[config.mk]
export PLATFORM = sky130hd
export DESIGN_NAME = wb_port_arbiter
export DESIGN_NICKNAME = d
export VERILOG_FILES = /design/src/rtl/wb_port_arbiter.sv
export SDC_FILE = /design/constraint.sdc
export NUM_CORES = 1
export LEC_CHECK = 0
export ABC_AREA = 0
export BUFFER_PORTS_ARGS = -buffer_cell sky130_fd_sc_hd__buf_2
export CORE_ASPECT_RATIO = 1.5
export CORE_MARGIN = 2
export CORE_UTILIZATION = 30
export CTS_BUF_LIST = sky130_fd_sc_hd__clkbuf_16
export DETAILED_ROUTE_END_ITERATION = 12
export GPL_ROUTABILITY_DRIVEN = 0
export GPL_TIMING_DRIVEN = 1
export SETUP_SLACK_MARGIN = 0.4
export SLEW_MARGIN = 20
export SYNTH_ARGS = -nofsm -noshare
export SYNTH_HDL_FRONTEND = slang
export SYNTH_SLANG_ARGS = --single-unit
[constraint.sdc]
create_clock -name clk -period 1.45 [get_ports clk]
set_input_delay 0.29 -clock clk [delete_from_list [all_inputs] [get_ports clk]]
set_output_delay 0.29 -clock clk [all_outputs]
set_load 0.01 [all_outputs]
[src/rtl/wb_port_arbiter.sv]
// Purpose : shares the register-file write port between the ALU and LSU/MDU writeback paths.
// Latency : 1 cycle from grant (vld&rdy) to the registered write on wb_rd_*_o.
// Backpres: rdy is combinational from vld and starvation state; ALU has fixed priority
//           unless the LSU has lost STARVE_MAX times in a row.
//
// Ports:
//   clk, rst_n                       clock (rising edge), async active-low reset
//   alu_wb_{vld_i,rdy_o,idx_i,wdata_i}  ALU writeback request channel
//   lsu_wb_{vld_i,rdy_o,idx_i,wdata_i}  LSU/MDU writeback request channel
//   wb_rd_{en_o,idx_o,wdata_o}          registered register-file write port
module wb_port_arbiter #(
  parameter int unsigned STARVE_MAX    = 4,
  parameter int unsigned REG_IDX_WIDTH = 5,
  parameter int unsigned XLEN          = 32,
  parameter logic [REG_IDX_WIDTH-1:0] REG_X0 = '0
) (
  input  logic                     clk,
  input  logic                     rst_n,
  input  logic                     alu_wb_vld_i,
  output logic                     alu_wb_rdy_o,
  input  logic [REG_IDX_WIDTH-1:0] alu_wb_idx_i,
  input  logic [XLEN-1:0]          alu_wb_wdata_i,
  input  logic                     lsu_wb_vld_i,
  output logic                     lsu_wb_rdy_o,
  input  logic [REG_IDX_WIDTH-1:0] lsu_wb_idx_i,
  input  logic [XLEN-1:0]          lsu_wb_wdata_i,
  output logic                     wb_rd_en_o,
  output logic [REG_IDX_WIDTH-1:0] wb_rd_idx_o,
  output logic [XLEN-1:0]          wb_rd_wdata_o
);

  localparam int unsigned CNT_W = $clog2(STARVE_MAX + 1);
  localparam logic [CNT_W-1:0] CNT_MAX = CNT_W'(STARVE_MAX);

  typedef struct packed {
    logic [REG_IDX_WIDTH-1:0] idx;
    logic [XLEN-1:0]          wdata;
  } wb_req_t;

  logic [CNT_W-1:0] cnt_q, cnt_d;
  logic             en_q, en_d;
  wb_req_t          out_q, out_d;

  logic    starved;
  logic    alu_gnt;
  logic    lsu_gnt;
  wb_req_t sel_req;

  // Grant logic. Gating with rst_n keeps both rdy low while reset is held,
  // so nothing is accepted that the reset would then silently drop.
  always_comb begin
    starved = lsu_wb_vld_i && (cnt_q == CNT_MAX);
    alu_gnt = rst_n && alu_wb_vld_i && !starved;
    lsu_gnt = rst_n && lsu_wb_vld_i && (!alu_wb_vld_i || starved);
    if (lsu_gnt) begin
      sel_req.idx   = lsu_wb_idx_i;
      sel_req.wdata = lsu_wb_wdata_i;
    end else begin
      sel_req.idx   = alu_wb_idx_i;
      sel_req.wdata = alu_wb_wdata_i;
    end
  end

  assign alu_wb_rdy_o = alu_gnt;
  assign lsu_wb_rdy_o = lsu_gnt;

  // Starvation counter: counts consecutive cycles the LSU was waiting while
  // the ALU took the port; saturates so the forced grant condition is sticky.
  always_comb begin
    cnt_d = cnt_q;
    if (!lsu_wb_vld_i || lsu_gnt) begin
      cnt_d = '0;
    end else if (alu_gnt && (cnt_q != CNT_MAX)) begin
      cnt_d = cnt_q + 1'b1;
    end
  end

  // Output stage: idx/data hold when idle; x0 writes are consumed silently.
  always_comb begin
    out_d = out_q;
    en_d  = 1'b0;
    if (alu_gnt || lsu_gnt) begin
      out_d = sel_req;
      en_d  = (sel_req.idx != REG_X0);
    end
  end

  always_ff @(posedge clk or negedge rst_n) begin
    if (!rst_n) begin
      cnt_q <= '0;
      en_q  <= 1'b0;
      out_q <= '0;
    end else begin
      cnt_q <= cnt_d;
      en_q  <= en_d;
      out_q <= out_d;
    end
  end

  assign wb_rd_en_o    = en_q;
  assign wb_rd_idx_o   = out_q.idx;
  assign wb_rd_wdata_o = out_q.wdata;

endmodule

Word level (Yosys, flattened, before mapping) --
Cells that the tools add are included.
Storage, ports and cells: register bits 41, bits of input ports 78, output and inout bits 40, word-level logic and storage cells 25
Operators by class: $add $sub $neg 1, equality and inequality tests 2, mux-type cells 4, reduce and logical (&&, ||, !) cells 14
Operator list (number):
- 2-to-1 mux 37 bit | 1
- logical AND 1 bit | 6
- 2-to-1 mux 3 bit | 2
- nonzero test 5 bit | 1
- adder 3 x 1 -> 3 bit, second input constant | 1
- equality test 3 bit, second input constant | 1
- zero test 1 bit | 3
- logical OR 1 bit | 3
- != test 3 bit, second input constant | 1
- nonzero test 2 bit | 1
- 2-to-1 mux 1 bit | 1

Longest topological paths before layout --
depth in word-level cells 7, gate-level depth with buffers 7, gate-level depth less buffers 5

Worst setup path after synthesis --
OpenSTA, ideal clock, no wires.
kind flip-flop to flip-flop, start point register cnt_q[0], end point register en_q (netlist: wb_rd_en_o), setup time 0.126 ns, arrival 1.401 ns, data required time 1.324 ns, setup slack -0.077 ns, cell stages (with the launch flop) 7, buffers on the path 1, clock period less this slack 1.527 ns, path through dfrtp_1 inv_1 ha_1 a21boi_1 buf_2 nor2_1 o311a_1
On the way: cells in the longest elaborated chain, start to end 7, elaborated cells between the ends (all ways) 10, classes of those cells 1 x eq/ne; 2 x mux; 7 x reduce/logical
Ends and longest elaborated chain:
- start, declared | RTL line 40 | logic [CNT_W-1:0] cnt_q, cnt_d;
- start signal, assigned | RTL line 94 | cnt_q <= cnt_d;
- equality test 3 bit (*) | RTL line 52 | starved = lsu_wb_vld_i && (cnt_q == CNT_MAX);
- logical AND 1 bit (*) | RTL line 52
- logical OR 1 bit (*) | RTL line 54 | lsu_gnt = rst_n && lsu_wb_vld_i && (!alu_wb_vld_i || starved);
- logical AND 1 bit (*) | RTL line 54
- net lsu_wb_rdy_o | RTL line 24 | output logic lsu_wb_rdy_o,
- 2-to-1 mux 37 bit | RTL line 55 | if (lsu_gnt) begin
- nonzero test 5 bit | RTL line 84 | en_d = (sel_req.idx != REG_X0);
- 2-to-1 mux 1 bit (*) | RTL line 82 | if (alu_gnt || lsu_gnt) begin
- net en_d | RTL line 41 | logic en_q, en_d;
- end signal, assigned | RTL line 95 | en_q <= en_d;
- end, declared | RTL line 41
The timed path passes the listed nets; every way through them passes the cells marked *. A chain may end at the register's enable or synchronous reset.

Worst setup path in the final report --
start point register cnt_q[0], end point register out_q (netlist bit wb_rd_wdata_o[23])
On the way: cells in the longest elaborated chain, start to end 5, elaborated cells between the ends (all ways) 8, classes of those cells 1 x eq/ne; 1 x mux; 6 x reduce/logical
Ends and longest elaborated chain:
- equality test 3 bit (*) | RTL line 52
- logical AND 1 bit (*) | RTL line 52
- logical OR 1 bit / zero test 1 bit (equally long branches) | RTL line 54, 53
- logical AND 1 bit, on equally long branches | RTL line 54, 53
- 2-to-1 mux 37 bit / logical OR 1 bit (equally long branches) | RTL line 55, 82
- end signal, assigned | RTL line 96 | out_q <= out_d;
- end, declared | RTL line 42 | wb_req_t out_q, out_d;
Every way passes the cells marked *; elsewhere a longest branch is shown, timed or not.

==> results.ini <==
[run_status]
outcome = complete, but fails checks
violations = negative setup slack

[power_and_ir_drop]
power_density_nw_per_um2 = 948
p_leak_nw = 1.67
power_mw = 3.72
vdd_ir_drop_max_mv = 0.531

[floorplan]
pin_count = 118
die_area_sq_um = 8010
core_sq_um = 7130
die_w_um = 73.7
start_util_pct = 30.7
die_y_um = 109
rows = 38

[grt]
grt_use_met1_pct = 22.1
grt_overflow = 0
first_global_vias = 2504
grtUsageMet3_pct = 3.26
grt_usage_pct = 19.7
grt_pass1_wl_um = 12100
use_met2_pct = 34.2
grt_antenna_before_repair = 0
grt_max_degree = 62
grt_busiest_layer = met2

[cells_and_area]
final_common_cell = buf_2
nets = 474
n_fill_cell = 658
layout_common_cells = buf_2 (109), dfrtp_1 (41), nor2_1 (38)
diodes = 0
drive_above_1_share_pct = 59.7
fin_area_sq_um = 3930
syn_to_final_growth_pct = 79.4

[clock_tree]
h-tree-depth = 2
cts.path.max_buffers = 2
tritoncts = done
cts-root-buf = clkbuf_16
clock_latency_ns = 0.28
cts_buffers = 5
clk_pin_slew_ns = 0.06
cts_sinks = 41

[sta]
hold_violations = 0
fmax_mhz = 631
worst_pin_slew_ns = 0.345
skew_ns = 0.00610
layout_setup_ws_ns = -0.136
rsz0062_at_grt = true
period_share_pct = 109
max_slew_margin_pct = 77.0
maxSlewViolCount = 0
finalSetupViolCount = 39
min_period_ns = 1.59

[routing]
drt-vias-per-instance = 5.43
vias = 2579
antenna_left = 0
routedWlPerCell_um = 17.4
first_pass_iters = 4
drc = 0
routed_wl_um = 8270
dr.first_iter.drc_count = 86

[synthesis]
synth_fp_nets = 327
postSynthCellCount = 247
ys_seq_area_share_pct = 46.9
ys_seq_elements = 41
synth_cell_types = 24
netlist_top_cells_area = dfrtp_1 (47%), a41oi_1 (15%), a21oi_1 (8.5%)
synth_top_cell_by_area = dfrtp_1
synth_top_area_share_pct = 46.9
syn_area_sq_um = 2190
synth_area_per_cell_sq_um = 8.86
yosysWarnings = 0

[worst_setup_path]
arrival_ns = 1.80
cp_data_required_time_ns = 1.66
worstRegToRegCells = 7
critPathLaunch = cnt_q[0]
r2r_start = cnt_q[0]
cp_max_fo = 8
crit_type = reg2reg
end_kind = flip-flop
cp-start-kind = flip-flop

[place]
pre_cts_ws_ns = -0.108
postPlaceCellArea_sq_um = 3300
dpl.hpwl_um = 5350
port_buffers = 117

[job]
max_cap_viol_count = 0

[hold_path]
hp-class = in2async

final timing paths:
kind	to	slack (ns)
max in group asynchronous	wb_rd_wdata_o[8]	0.58
max reg2reg	wb_rd_wdata_o[23]	-0.14
min reg2reg	wb_rd_wdata_o[13]	0.52
min	wb_rd_idx_o[2]	0.05
max	wb_rd_wdata_o[23]	-0.14
min in group clk	wb_rd_wdata_o[7]	0.26
stage by stage:
stage	util, %	std cells	hold WS [ns]	TNS [ns]
floorplan	-	247	-0.00559	0
global placement	46.3	440	0.289	-0.0842
detailed placement	46.3	440	0.290	-0.123
CTS	50.2	455	0.0563	-0.212
global route	55.1	475	0.0722	-5.98
finish	55.1	475	0.0524	-3.74
final cells by class:
type / instances / area (sq um) / area share [%]
tap: 80 / 100 / 2.55
clock buffer: 5 / 125 / 3.19
multi-input combinational: 173 / 1400 / 35.6
clock inverter: 3 / 41.3 / 1.05
timing repair buffer: 170 / 1230 / 31.2
inverter: 3 / 11.3 / 0.287
sequential: 41 / 1030 / 26.1
cell families (layout without fill, tap and decap cells):
group	Yosys count	after routing	share of synthesized area [%]
DFF	41	41	46.9
adders and majority gates	2	2	1.14
buffers and inverters	33	181	6.86
AOI/OAI and AO/OA	120	120	35.0
and+or+nand+nor	51	51	10.1
state kept, by name (all words and copies together), names as in the netlist:
register and flops:
cnt_q 3, wb_rd_en_o 1, wb_rd_wdata_o 32, wb_rd_idx_o 5
critical path, cell delays in order (launching register included):
cell and delay (ns):
dfrtp_1 0.39, inv_2 0.09, ha_4 0.17, buf_4 0.11, a21bo_4 0.26, clkbuf_16 0.21
a41oi_2 0.11, a21oi_1 0.17
cell usage after synthesis:
cell	n
a21bo_1	1
a21boi_0	2
a21boi_1	1
a21oi_1	37
a41oi_1	37
buf_2	15
buf_4	2
clkbuf_1	13
dfrtp_1	41
ha_1	2
inv_1	3
nand2_1	3
nand3_1	1
nand4_1	1
nand4b_1	1
nor2_1	39
nor2b_1	1
nor3b_1	2
o21a_1	2
o21ai_0	33
o21ai_1	5
o21ai_2	1
o311a_1	1
or4_1	3
per-layer routing:
metal | wire length [um] | vias to the layer above
met5 | 0 | -
met4 | 328 | 0
met3 | 305 | 24
met2 | 4540 | 77
met1 | 3100 | 1262
li1 | - | 1216
repair_timing:
action	4_1_cts	5_1_grt
hold buffers	1	0
pin swaps	2	16
hold endpoints to repair	6	0
gates cloned	0	7
gates resized for setup	12	25
setup buffers	6	13
endpoints found under the setup margin	80	81
power by group:
| part | internal [mW] | total [mW] | switching (mW) |
|---|---|---|---|
| combinational | 0.545 | 1.09 | 0.547 |
| clock | 0.806 | 1.27 | 0.461 |
| sequential | 1.29 | 1.36 | 0.0783 |
(Power assumes the default switching activity.)
